File: src/rtl/bsg_manycore_ruche_x_link_relay.sv
// Ruche X link relay: one elastic 2-entry buffer per channel (fwd/rev, both
// directions) on every ruche lane, or a plain wire-through for unbuffered lanes.

module bsg_manycore_ruche_x_link_relay_buf #(
   parameter int width_p = 1
) (
   input  logic               clk_i,
   input  logic               reset_i,
   input  logic               v_i,
   input  logic [width_p-1:0] data_i,
   output logic               ready_and_o,
   output logic               v_o,
   output logic [width_p-1:0] data_o,
   input  logic               ready_and_i
);
   logic [width_p-1:0] head_q, head_d, tail_q, tail_d;
   logic [1:0]         count_q, count_d;
   logic               enq, deq;

   // ready depends on registered count only, so no ready path crosses the relay
   assign ready_and_o = (count_q != 2'd2);
   assign v_o         = (count_q != 2'd0);
   assign data_o      = head_q;
   assign enq         = v_i & ready_and_o;
   assign deq         = v_o & ready_and_i;

   always_comb begin
      head_d  = head_q;
      tail_d  = tail_q;
      count_d = count_q;
      case ({enq, deq})
         2'b10: begin
            count_d = count_q + 2'd1;
            if (count_q == 2'd0) head_d = data_i;
            else                 tail_d = data_i;
         end
         2'b01: begin
            count_d = count_q - 2'd1;
            if (count_q == 2'd2) head_d = tail_q;
         end
         2'b11: begin
            if (count_q == 2'd1) head_d = data_i;
            else begin
               head_d = tail_q;
               tail_d = data_i;
            end
         end
         default: ;
      endcase
   end

   always_ff @(posedge clk_i or posedge reset_i) begin
      if (reset_i) begin
         head_q  <= '0;
         tail_q  <= '0;
         count_q <= 2'd0;
      end else begin
         head_q  <= head_d;
         tail_q  <= tail_d;
         count_q <= count_d;
      end
   end
endmodule

module bsg_manycore_ruche_x_link_relay #(
   parameter int addr_width_p     = 8,
   parameter int data_width_p     = 8,
   parameter int x_cord_width_p   = 4,
   parameter int y_cord_width_p   = 4,
   parameter int ruche_factor_X_p = 3,
   parameter logic [ruche_factor_X_p-1:0] lane_buffer_p = {ruche_factor_X_p{1'b1}},
   // ruche packets: payload + src/dest x + the single y field left after filtering
   localparam int fwd_width_lp = addr_width_p + data_width_p + 2*x_cord_width_p + y_cord_width_p,
   localparam int rev_width_lp = data_width_p + x_cord_width_p,
   localparam int ruche_x_link_sif_width_lp = fwd_width_lp + rev_width_lp + 4
) (
   input  logic                                                clk_i,
   input  logic                                                reset_i,
   input  logic [ruche_factor_X_p-1:0][ruche_x_link_sif_width_lp-1:0] w_link_i,
   output logic [ruche_factor_X_p-1:0][ruche_x_link_sif_width_lp-1:0] w_link_o,
   input  logic [ruche_factor_X_p-1:0][ruche_x_link_sif_width_lp-1:0] e_link_i,
   output logic [ruche_factor_X_p-1:0][ruche_x_link_sif_width_lp-1:0] e_link_o
);
   // sif layout, MSB first: fwd {v, data, ready_and_rev}, rev {v, data, ready_and_rev}
   for (genvar i = 0; i < ruche_factor_X_p; i++) begin : lane
      for (genvar n = 0; n < 2; n++) begin : net
         localparam int w_lp = (n == 0) ? fwd_width_lp : rev_width_lp;
         localparam int b_lp = (n == 0) ? rev_width_lp + 2 : 0;

         if (lane_buffer_p[i]) begin : buffered
            bsg_manycore_ruche_x_link_relay_buf #(.width_p(w_lp)) east (
               .clk_i       (clk_i),
               .reset_i     (reset_i),
               .v_i         (w_link_i[i][b_lp+w_lp+1]),
               .data_i      (w_link_i[i][b_lp+w_lp:b_lp+1]),
               .ready_and_o (w_link_o[i][b_lp]),
               .v_o         (e_link_o[i][b_lp+w_lp+1]),
               .data_o      (e_link_o[i][b_lp+w_lp:b_lp+1]),
               .ready_and_i (e_link_i[i][b_lp])
            );
            bsg_manycore_ruche_x_link_relay_buf #(.width_p(w_lp)) west (
               .clk_i       (clk_i),
               .reset_i     (reset_i),
               .v_i         (e_link_i[i][b_lp+w_lp+1]),
               .data_i      (e_link_i[i][b_lp+w_lp:b_lp+1]),
               .ready_and_o (e_link_o[i][b_lp]),
               .v_o         (w_link_o[i][b_lp+w_lp+1]),
               .data_o      (w_link_o[i][b_lp+w_lp:b_lp+1]),
               .ready_and_i (w_link_i[i][b_lp])
            );
         end else begin : thru
            assign e_link_o[i][b_lp+w_lp+1:b_lp+1] = w_link_i[i][b_lp+w_lp+1:b_lp+1];
            assign w_link_o[i][b_lp]               = e_link_i[i][b_lp];
            assign w_link_o[i][b_lp+w_lp+1:b_lp+1] = e_link_i[i][b_lp+w_lp+1:b_lp+1];
            assign e_link_o[i][b_lp]               = w_link_i[i][b_lp];
         end
      end
   end
endmodule

File: config.mk
export PLATFORM = sky130hd
export DESIGN_NAME = bsg_manycore_ruche_x_link_relay
export DESIGN_NICKNAME = d
export VERILOG_FILES = /design/src/rtl/bsg_manycore_ruche_x_link_relay.sv
export SDC_FILE = /design/constraint.sdc
export NUM_CORES = 1
export LEC_CHECK = 0
export ABC_CLOCK_PERIOD_IN_PS = 5050
export CORE_MARGIN = 4
export CORE_UTILIZATION = 57
export DETAILED_ROUTE_END_ITERATION = 7
export PLACE_DENSITY = 0.95
export SLEW_MARGIN = 40
export SYNTH_ARGS = -nofsm -noshare
export SYNTH_HDL_FRONTEND = slang
export SYNTH_HIERARCHICAL = 1
export SYNTH_SLANG_ARGS = --single-unit
File: constraint.sdc
create_clock -name clk_i -period 5.05 [get_ports clk_i]
set_input_delay 1.01 -clock clk_i [delete_from_list [all_inputs] [get_ports clk_i]]
set_output_delay 1.01 -clock clk_i [all_outputs]
set_load 0.02 [all_outputs]
==> impl_metrics.ini, run 1 <==
[run_status]
status = finished, final reports clean

[hold_path]
min_path_type = reg -> reg

[synthesis]
synth_area_leaders = dfrtp_1 46%, o211ai_1 6.6%, a31oi_2 5.6%
yosysSeqAreaShare_pct = 46.0
synth-edff-count = 0
yosys-top-cells-count = 504 x dfrtp_1, 240 x o211ai_1, 234 x o21ai_0
synthMostInstantiatedCell = dfrtp_1
synth_seq_cells = 504
synthFlopType = dfrtp_1
syn_area_per_cell_um2 = 11.9
ys_types = 45
syn_inst = 2295
synth_top_cell_by_area = dfrtp_1
synthArstFlopShare_pct = 100
synth_top_area_share_pct = 46.0
synth_nets = 2651
ys_warn_count = 6
syn_area_um2 = 27400

[clock_tree]
cts.sinks = 504
cts_resized = 0
numCtsBuffers = 52
cts_tree = yes
cts_hold_buf = 0
clk_path_buf_depth = 3
clock_latency_ns = 0.60
cts_setup_buffers = 0
htree_levels = 2
clk_pin_slew_ns = 0.06
root_buffer = clkbuf_16

[detailed_routing]
drt_iter0_drc = 2746
totalWireLength_mm = 84.9
wl_per_cell_um = 25.3
ant_nets = 0
vias = 22700
via_per_inst = 6.78
firstDrtPassIters = 6
drc = 0

[critical_path]
cp-end-kind = register
startpoint_type = input port
cp_top_family = simple AND/OR/NAND/NOR gates
critical_path_required_ns = 5.52
crit_path_max_fanout = 29
critical_path_buf_inv_count = 2
slowest_stage = nor2b_4
cp_slowest_stage_delay_ns = 0.69
reg2reg_setup_slack_ns = 1.62
crit_arrival_ns = 3.93
worstSetupPathType = in -> reg
path_cells = clkdlybuf4s50_1, nor2b_2, ha_1, nor2b_4, o21ai_4, buf_8, mux2_1

[final_layout]
fill_cells = 2938
multi_input_area_um2 = 12900
areaGrowthSynthToFinish_pct = 24.1
drive_above_1_share_pct = 19.3
fin_nets = 3049
final_util_pct = 71.4
seqCellArea_um2 = 12600

[sta]
rsz0062_at_grt = false
min_period_over_period_pct = 68.6
whs_ns = 0.494
clock.fmax_mhz = 289
finalSetupViolations = 0
maxSlewViolCount = 0
hold_violations = 0
fin_crit_ns = 3.46
fin_skew_ns = 0.0144
slew_headroom_pct = 43.5
worstMarginPinSlew_ns = 0.843
tns_ns = 0

[power_and_ir_drop]
switching_share_pct = 41.0
p_sw_mw = 9.74
clkPwrFrac_pct = 16.6
seqPwrFrac_pct = 32.4
p_per_area_nw_per_um2 = 699
intPower_mw = 14.0
cellLeakagePower_nw = 13.0
peakVddDrop_mv = 0.457
pwr-share-comb_pct = 51.0

[global_routing]
grt_max_degree = 59
grt_pass1_wl_mm = 130
antenna_found_initial = 7
grt_use_total_pct = 31.3
grt_pass1_vias = 23200
grt_overflow = 0

[floorplanning]
die_w_um = 227
coreArea_um2 = 47600
start_util_pct = 57.5
io_pins = 530
die_area_um2 = 51700
rows = 80
die_y_um = 227

[placed_design]
hpwl_mm = 56.6
io_buffers = 529
routabilityCongestion = 0.917

[run]
maxCapViolCount = 0
## registers in the layout, summed over array words and instances (netlist names)
register                        count
lane.net.buffered.west/tail_q     120
lane.net.buffered.west/data_o     120
lane.net.buffered.east/count_q     12
lane.net.buffered.east/tail_q     120
lane.net.buffered.east/data_o     120
lane.net.buffered.west/count_q     12
## layer usage
| layer | share of wire (%) | vias to the layer above | GRT usage [%] |
|---|---|---|---|
| li1 | - | 9567 | - |
| met1 | 36 | 11300 | 38.2 |
| met2 | 49 | 1477 | 52.7 |
| met3 | 9.1 | 364 | 7.38 |
| met4 | 5.8 | 2 | 15.0 |
| met5 | 0.015 | - | 0 |
## power groups by stage
| stage | combinational, mW | sequential [mW] | clock, mW |
|---|---|---|---|
| 2_1_floorplan | 7.10 | 8.41 | 0 |
| 5_1_grt | 12.9 | 7.84 | 4.14 |
| 4_1_cts | 12.0 | 7.61 | 3.98 |
| 3_5_place_dp | 11.8 | 7.61 | 0 |
| 6_report | 12.1 | 7.69 | 3.94 |
| 3_3_place_gp | 11.3 | 7.44 | 0 |
## worst reg2reg max path, stage by stage, from the launching register on
cell	delay [ns]
dfrtp_1	0.41
inv_1	0.10
ha_1	0.37
nand2b_1	0.37
buf_4	0.31
inv_1	0.09
ha_1	0.24
and2b_1	0.17
buf_4	0.24
o21ai_4	0.40
buf_8	0.25
mux2_2	0.38
## path summary, 6_finish.rpt
path | startpoint | to | cells after the start
worst max-delay path | w_link_i[43] | lane[0].net[0].buffered.east/tail_q[16]$_DFFE_PP0P_ | 7
worst min-delay path | lane[1].net[0].buffered.west/tail_q[10]$_DFFE_PP0P_ | lane[1].net[0].buffered.west/tail_q[10]$_DFFE_PP0P_ | 1
worst max register to register | lane[2].net[0].buffered.west/count_q[0]$_DFFE_PP0P_ | lane[2].net[0].buffered.west/tail_q[4]$_DFFE_PP0P_ | 11
worst min register to register | lane[1].net[0].buffered.west/tail_q[10]$_DFFE_PP0P_ | lane[1].net[0].buffered.west/tail_q[10]$_DFFE_PP0P_ | 1
max in group asynchronous | reset_i | lane[0].net[0].buffered.west/tail_q[8]$_DFFE_PP0P_ | 3
min in group asynchronous | reset_i | lane[2].net[0].buffered.east/tail_q[26]$_DFFE_PP0P_ | 2
## cell usage in the layout, fill, tap and decap left out, drive strengths merged, types with 13 or more instances in the layout
cell type      instances
a211oi               160
a21o                  14
a31oi                240
and2                  13
buf                   48
clkbuf                76
clkdlybuf4s50        528
dfrtp                504
ha                    90
inv                   84
mux2                 240
nand2                 27
nand2b                20
nor2b                 31
nor4                  80
o211ai               240
o21ai                263
xnor2                 18
## logic make-up (layout without fill, tap and decap cells)
logic type,count (synthesis),in the layout,synth area share (%)
compound gates,918,918,25.6
xor+xnor,18,18,0.575
fa+ha+maj,90,90,4.11
buf+inv,316,750,7.35
flops,504,504,46.0
mux,240,240,10.5
other cells,0,7,0
simple gates,209,209,5.84
## layout make-up
cell class / count / area share (%)
diodes: 7 / 0.0515
flip-flops and latches: 504 / 37.1
repair buffers: 576 / 16.7
multi-input cells: 1475 / 37.8
inverters: 84 / 0.927
clock buffers: 76 / 4.57
clock inverters: 14 / 0.555
well taps: 615 / 2.26
## through the flow
step           instance area [um2]  total power, mW  setup WS [ns]  std cells
6_report                     34000             23.8           1.59       3351
3_3_place_gp                 32100             18.7           1.06       3248
2_1_floorplan                27400             15.5           2.34       2295
5_1_grt                      34000             24.9           1.44       3348
3_5_place_dp                 32200             19.5          0.911       3252
4_1_cts                      34000             23.6           1.46       3342
No activity file was read; power rests on OpenSTA's default activity.
==> run 2, diff against run 1 <==
Settings changed: ABC_CLOCK_PERIOD_IN_PS 5050 to 3350, CORE_UTILIZATION 57 to 53, PLACE_DENSITY 0.95 to 0.89.
Clock period 5.05 ns to 3.35 ns, I/O delays scaled along.
==> impl_metrics.ini, run 2 (synthesized netlist as in run 1, its figures left out) <==
[sta]
tns_ns = 0
min_period_over_period_pct = 87.0
maxSlewViolCount = 0
clock.fmax_mhz = 343
finalSetupViolations = 0
rsz0062_at_grt = false
whs_ns = 0.189
fin_skew_ns = 0.0263
fin_crit_ns = 2.92
slew_headroom_pct = 55.3
hold_violations = 0
worstMarginPinSlew_ns = 0.670

[global_routing]
grt_overflow = 0
use_met2_pct = 48.0
grt_pass1_wl_mm = 129
grt_use_total_pct = 28.4
grtUsageMet1_pct = 35.4
antenna_found_initial = 14
grt_pass1_vias = 22700
grt_max_degree = 59
gr-usage-met3_pct = 7.12
grt.busiest_layer = met2

[critical_path]
critical_path_buf_inv_count = 3
startpoint_type = register
worstSetupPathType = reg -> reg
r2r-end = lane[2].net[0].buffered.west/tail_q[19]$_DFFE_PP0P_
reg2regPathDepth = 9
critical_path_required_ns = 3.83
crit_arrival_ns = 3.39
crit_path_max_fanout = 20
worstReg2RegStart = lane[2].net[0].buffered.west/count_q[0]$_DFFE_PP0P_
cp_slowest_stage_delay_ns = 0.45
cp-end-kind = register
slowest_stage = nand2b_1
path_cells = inv_1, ha_1, nand2b_1, inv_1, ha_1, and2b_1, o21ai_4, buf_12, mux2_2
cp_top_family = simple AND/OR/NAND/NOR gates
reg2reg_setup_slack_ns = 0.43

[floorplanning]
rows = 83
die_w_um = 235
start_util_pct = 53.4
io_pins = 530
die_y_um = 235
coreArea_um2 = 51300
die_area_um2 = 55400

[final_layout]
finalNonFillerCells = 3468
drive_above_1_share_pct = 20.1
layout_commonest_cell = clkdlybuf4s50_1
fin_nets = 3094
areaGrowthSynthToFinish_pct = 26.4
final_cell_mix = 528 x clkdlybuf4s50_1, 504 x dfrtp_1, 240 x o211ai_1

[placed_design]
hpwl_mm = 57.2
io_buffers = 529
routabilityCongestion = 0.948
dpl.cell_count = 3362

[clock_tree]
cts_tree = yes
root_buffer = clkbuf_16
numCtsBuffers = 53
clk_pin_slew_ns = 0.06
htree_levels = 2
clock_latency_ns = 0.60
cts_hold_buf = 0
cts_setup_buffers = 0
cts_resized = 0
cts.sinks = 504
clk_path_buf_depth = 3

[power_and_ir_drop]
peakVddDrop_mv = 0.634
p_per_area_nw_per_um2 = 1050
cellLeakagePower_nw = 13.4

[detailed_routing]
via_per_inst = 6.36
firstDrtPassIters = 6
drc = 0
wl_per_cell_um = 23.6
drt_iter0_drc = 1719
ant_nets = 0
totalWireLength_mm = 81.8
vias = 22100

[hold_path]
min_path_type = in -> async

[run]
maxCapViolCount = 0

[run_status]
status = finished, final reports clean
==> run 2: changes by cell type in the layout (fill, tap and decap cells not counted), moves of 3 or more <==
cell       previous run  this run
clkbuf_8             12         7
buf_12                0        11
ha_2                  5         0
inv_1                69        74
inv_2                15        10
buf_4                41        79
bufinv_16             4        11
ha_1                 85        90
diode_2               7        10
buf_8                 6         1
==> run 2: where the power goes <==
group	internal, mW	total, mW	switching [mW]
clock	3.91	6.38	2.47
combinational	8.52	18.4	9.86
sequential	9.33	11.4	2.11
==> run 2: worst reg2reg max path: cells and delay by family (launching register included) <==
family	cells	cell delay (ns)
and+or+nand+nor	2	0.65
adders and majority gates	2	0.55
buffers and inverters	3	0.47
DFF	1	0.41
muxes	1	0.37
AOI/OAI and AO/OA	1	0.35
==> run 2: per-stage QoR <==
stage               util, %  instance area (um2)  worst slack [ns]  power (mW)
floorplan                 -                27400             0.930        23.4
global placement       63.8                32700             0.356        28.7
detailed placement     63.8                32700             0.263        29.6
CTS                    67.4                34600             0.466        36.2
global route           67.5                34600             0.267        38.0
finish                 67.5                34600             0.434        36.2
==> run 2: layout make-up <==
cell class,count,area (um2)
diodes,10,25.0
multi-input cells,1475,12800
well taps,680,851
fillers,3561,16700
flip-flops and latches,504,12600
inverters,84,315
clock inverters,23,409
clock buffers,72,1470
repair buffers,620,6120
==> run 2: worst max path at each step <==
stage / from / to / slack [ns] / cells past startpoint
2_1_floorplan: lane[2].net[0].buffered.east/count_q[0]$_DFFE_PP0P_ / lane[2].net[0].buffered.east/tail_q[10]$_DFFE_PP0P_ / 0.93 / 10
3_3_place_gp: e_link_i[102] / lane[2].net[0].buffered.east/tail_q[18]$_DFFE_PP0P_ / 0.36 / 7
3_5_place_dp: w_link_i[58] / lane[1].net[0].buffered.west/data_o[20]$_DFFE_PP0P_ / 0.26 / 7
4_1_cts: lane[2].net[0].buffered.west/count_q[0]$_DFFE_PP0P_ / lane[2].net[0].buffered.west/tail_q[19]$_DFFE_PP0P_ / 0.47 / 9
5_1_grt: lane[2].net[0].buffered.west/count_q[0]$_DFFE_PP0P_ / lane[2].net[0].buffered.west/tail_q[19]$_DFFE_PP0P_ / 0.27 / 9
6_report: lane[2].net[0].buffered.west/count_q[0]$_DFFE_PP0P_ / lane[2].net[0].buffered.west/tail_q[19]$_DFFE_PP0P_ / 0.43 / 9
==> run 2: per-layer routing <==
layer / up-vias / routed length (um)
met5: - / 81
met4: 10 / 3470
met3: 236 / 6860
met2: 1102 / 40300
met1: 11000 / 31100
li1: 9678 / -
==> run 3, diff against run 2 <==
--- a/config.mk
+++ b/config.mk
@@ -8,3 +8,3 @@
 export ABC_CLOCK_PERIOD_IN_PS = 3350
-export CORE_MARGIN = 4
+export CORE_MARGIN = 2
 export CORE_UTILIZATION = 53
==> constraint.sdc (replaced) <==
create_clock -name clk_i -period 3.35 [get_ports clk_i]
set_input_delay 0.335 -clock clk_i [delete_from_list [all_inputs] [get_ports clk_i]]
set_output_delay 0.335 -clock clk_i [all_outputs]
set_load 0.02 [all_outputs]
==> impl_metrics.ini, run 3 (synthesized netlist as in run 1, its figures left out) <==
[clock_tree]
cts.sinks = 504
root_buffer = clkbuf_16
cts_tree = yes
numCtsBuffers = 53
clock_latency_ns = 0.61
clk_pin_slew_ns = 0.06
clk_path_buf_depth = 3
htree_levels = 2
cts_resized = 0

[sta]
maxSlewViolCount = 0
hold_violations = 0
setup_ws_ns = 0.291
tns_ns = 0
whs_ns = 0.352
worstMarginPinSlew_ns = 0.743
slew_headroom_pct = 50.5
min_period_over_period_pct = 91.3
rsz0062_at_grt = false
fin_crit_ns = 3.06
clock.fmax_mhz = 327
fin_skew_ns = 0.0109
finalSetupViolations = 0

[final_layout]
final_util_pct = 67.5
fin_nets = 3080
layout_commonest_cell = clkdlybuf4s50_1
design_area_um2 = 34600
drive_above_1_share_pct = 20.0
areaGrowthSynthToFinish_pct = 26.1
final_cell_mix = 528 x clkdlybuf4s50_1, 504 x dfrtp_1, 240 x o211ai_1
finalNonFillerCells = 3456

[detailed_routing]
via_per_inst = 6.43
vias = 22200
drt_iter0_drc = 1922
ant_nets = 0
firstDrtPassIters = 5
wl_per_cell_um = 23.4
drc = 0
totalWireLength_mm = 81.0

[critical_path]
cp_slowest_stage_delay_ns = 0.44
startpoint_type = register
reg2reg_setup_slack_ns = 0.29
crit_path_max_fanout = 15
critical_path_required_ns = 3.83
worstSetupPathType = reg -> reg
reg2regPathDepth = 9
crit_end = lane[2].net[1].buffered.east/tail_q[11]$_DFFE_PP0P_
path_cells = inv_1, ha_1, nand2b_1, inv_1, ha_1, and2b_1, o21ai_1, buf_4, mux2_2
slowest_stage = nand2b_1
startpoint = lane[2].net[1].buffered.east/count_q[0]$_DFFE_PP0P_
crit_arrival_ns = 3.54
r2r-end = lane[2].net[1].buffered.east/tail_q[11]$_DFFE_PP0P_
cp-end-kind = register
worstReg2RegStart = lane[2].net[1].buffered.east/count_q[0]$_DFFE_PP0P_

[power_and_ir_drop]
cellLeakagePower_nw = 13.3
p_per_area_nw_per_um2 = 1050
power_mw = 36.2
peakVddDrop_mv = 0.695

[placed_design]
dpl.cell_count = 3347
hpwl_mm = 54.2
routabilityCongestion = 0.889
post-place-ws_ns = 0.268
io_buffers = 529
placedInstanceArea_um2 = 32600

[floorplanning]
coreArea_um2 = 51200
die_w_um = 231
rows = 83
start_util_pct = 53.5
die_y_um = 231
io_pins = 530
die_area_um2 = 53600

[global_routing]
grt_max_degree = 59
grt_overflow = 0
antenna_found_initial = 13
grt_pass1_wl_mm = 127
grt_pass1_vias = 22800
grt_use_total_pct = 29.5

[hold_path]
min_path_type = in -> reg

[run]
maxCapViolCount = 0

[run_status]
status = finished, final reports clean
## run 3: worst min-delay path by stage
stage | from | endpoint | slack [ns] | cells after the start
5_1_grt | e_link_i[10] | lane[0].net[1].buffered.west/tail_q[9]$_DFFE_PP0P_ | 0.34 | 2
2_1_floorplan | reset_i | lane[0].net[1].buffered.east/count_q[0]$_DFFE_PP0P_ | 0.38 | 1
6_report | e_link_i[98] | lane[2].net[1].buffered.west/data_o[9]$_DFFE_PP0P_ | 0.35 | 3
3_5_place_dp | lane[1].net[0].buffered.east/tail_q[10]$_DFFE_PP0P_ | lane[1].net[0].buffered.east/tail_q[10]$_DFFE_PP0P_ | 0.48 | 1
4_1_cts | w_link_i[108] | lane[2].net[0].buffered.east/data_o[5]$_DFFE_PP0P_ | 0.32 | 3
3_3_place_gp | lane[2].net[0].buffered.west/tail_q[15]$_DFFE_PP0P_ | lane[2].net[0].buffered.west/tail_q[15]$_DFFE_PP0P_ | 0.47 | 1
## run 3: layout make-up
cell class                 count  area [um2]
antenna                        7        17.5
timing repair buffer         606        5970
multi-input combinational   1475       12800
sequential                   504       12600
inverter                      84         315
tap                          680         851
clock inverter                24         380
fill                        3526       16600
clock buffer                  76        1590
## run 3: critical path, delay by kind of cell, from the launching register on
kind                     cells  cell delay, ns
AO/OA/AOI/OAI                1            0.18
flip-flops                   1            0.42
adder cells (fa/ha/maj)      2            0.56
AND/OR/NAND/NOR              2            0.74
buffers and inverters        3            0.68
multiplexers                 1            0.36
## run 3: power by group
group          switching, mW  leakage (nW)  internal, mW  total (mW)
registers               2.12          5.85          9.33        11.5
clock network           2.50         0.974          4.06        6.55
logic                   9.81          6.51          8.42        18.2
## run 3: routing by layer
layer | up-vias | routed length (um) | track usage (%) | part of all wire (%)
met5 | - | 80 | 0 | 0.099
met4 | 12 | 4340 | 15.6 | 5.4
met3 | 289 | 6800 | 7.14 | 8.4
met2 | 1171 | 39900 | 49.5 | 49
met1 | 11100 | 29800 | 35.2 | 37
li1 | 9637 | - | - | -
## run 3: what timing repair did
item | CTS | global route
setup endpoints to repair | 0 | 0
hold buffers | 1 | 0
setup buffers | 0 | 0
hold endpoints to repair | 17 | 0
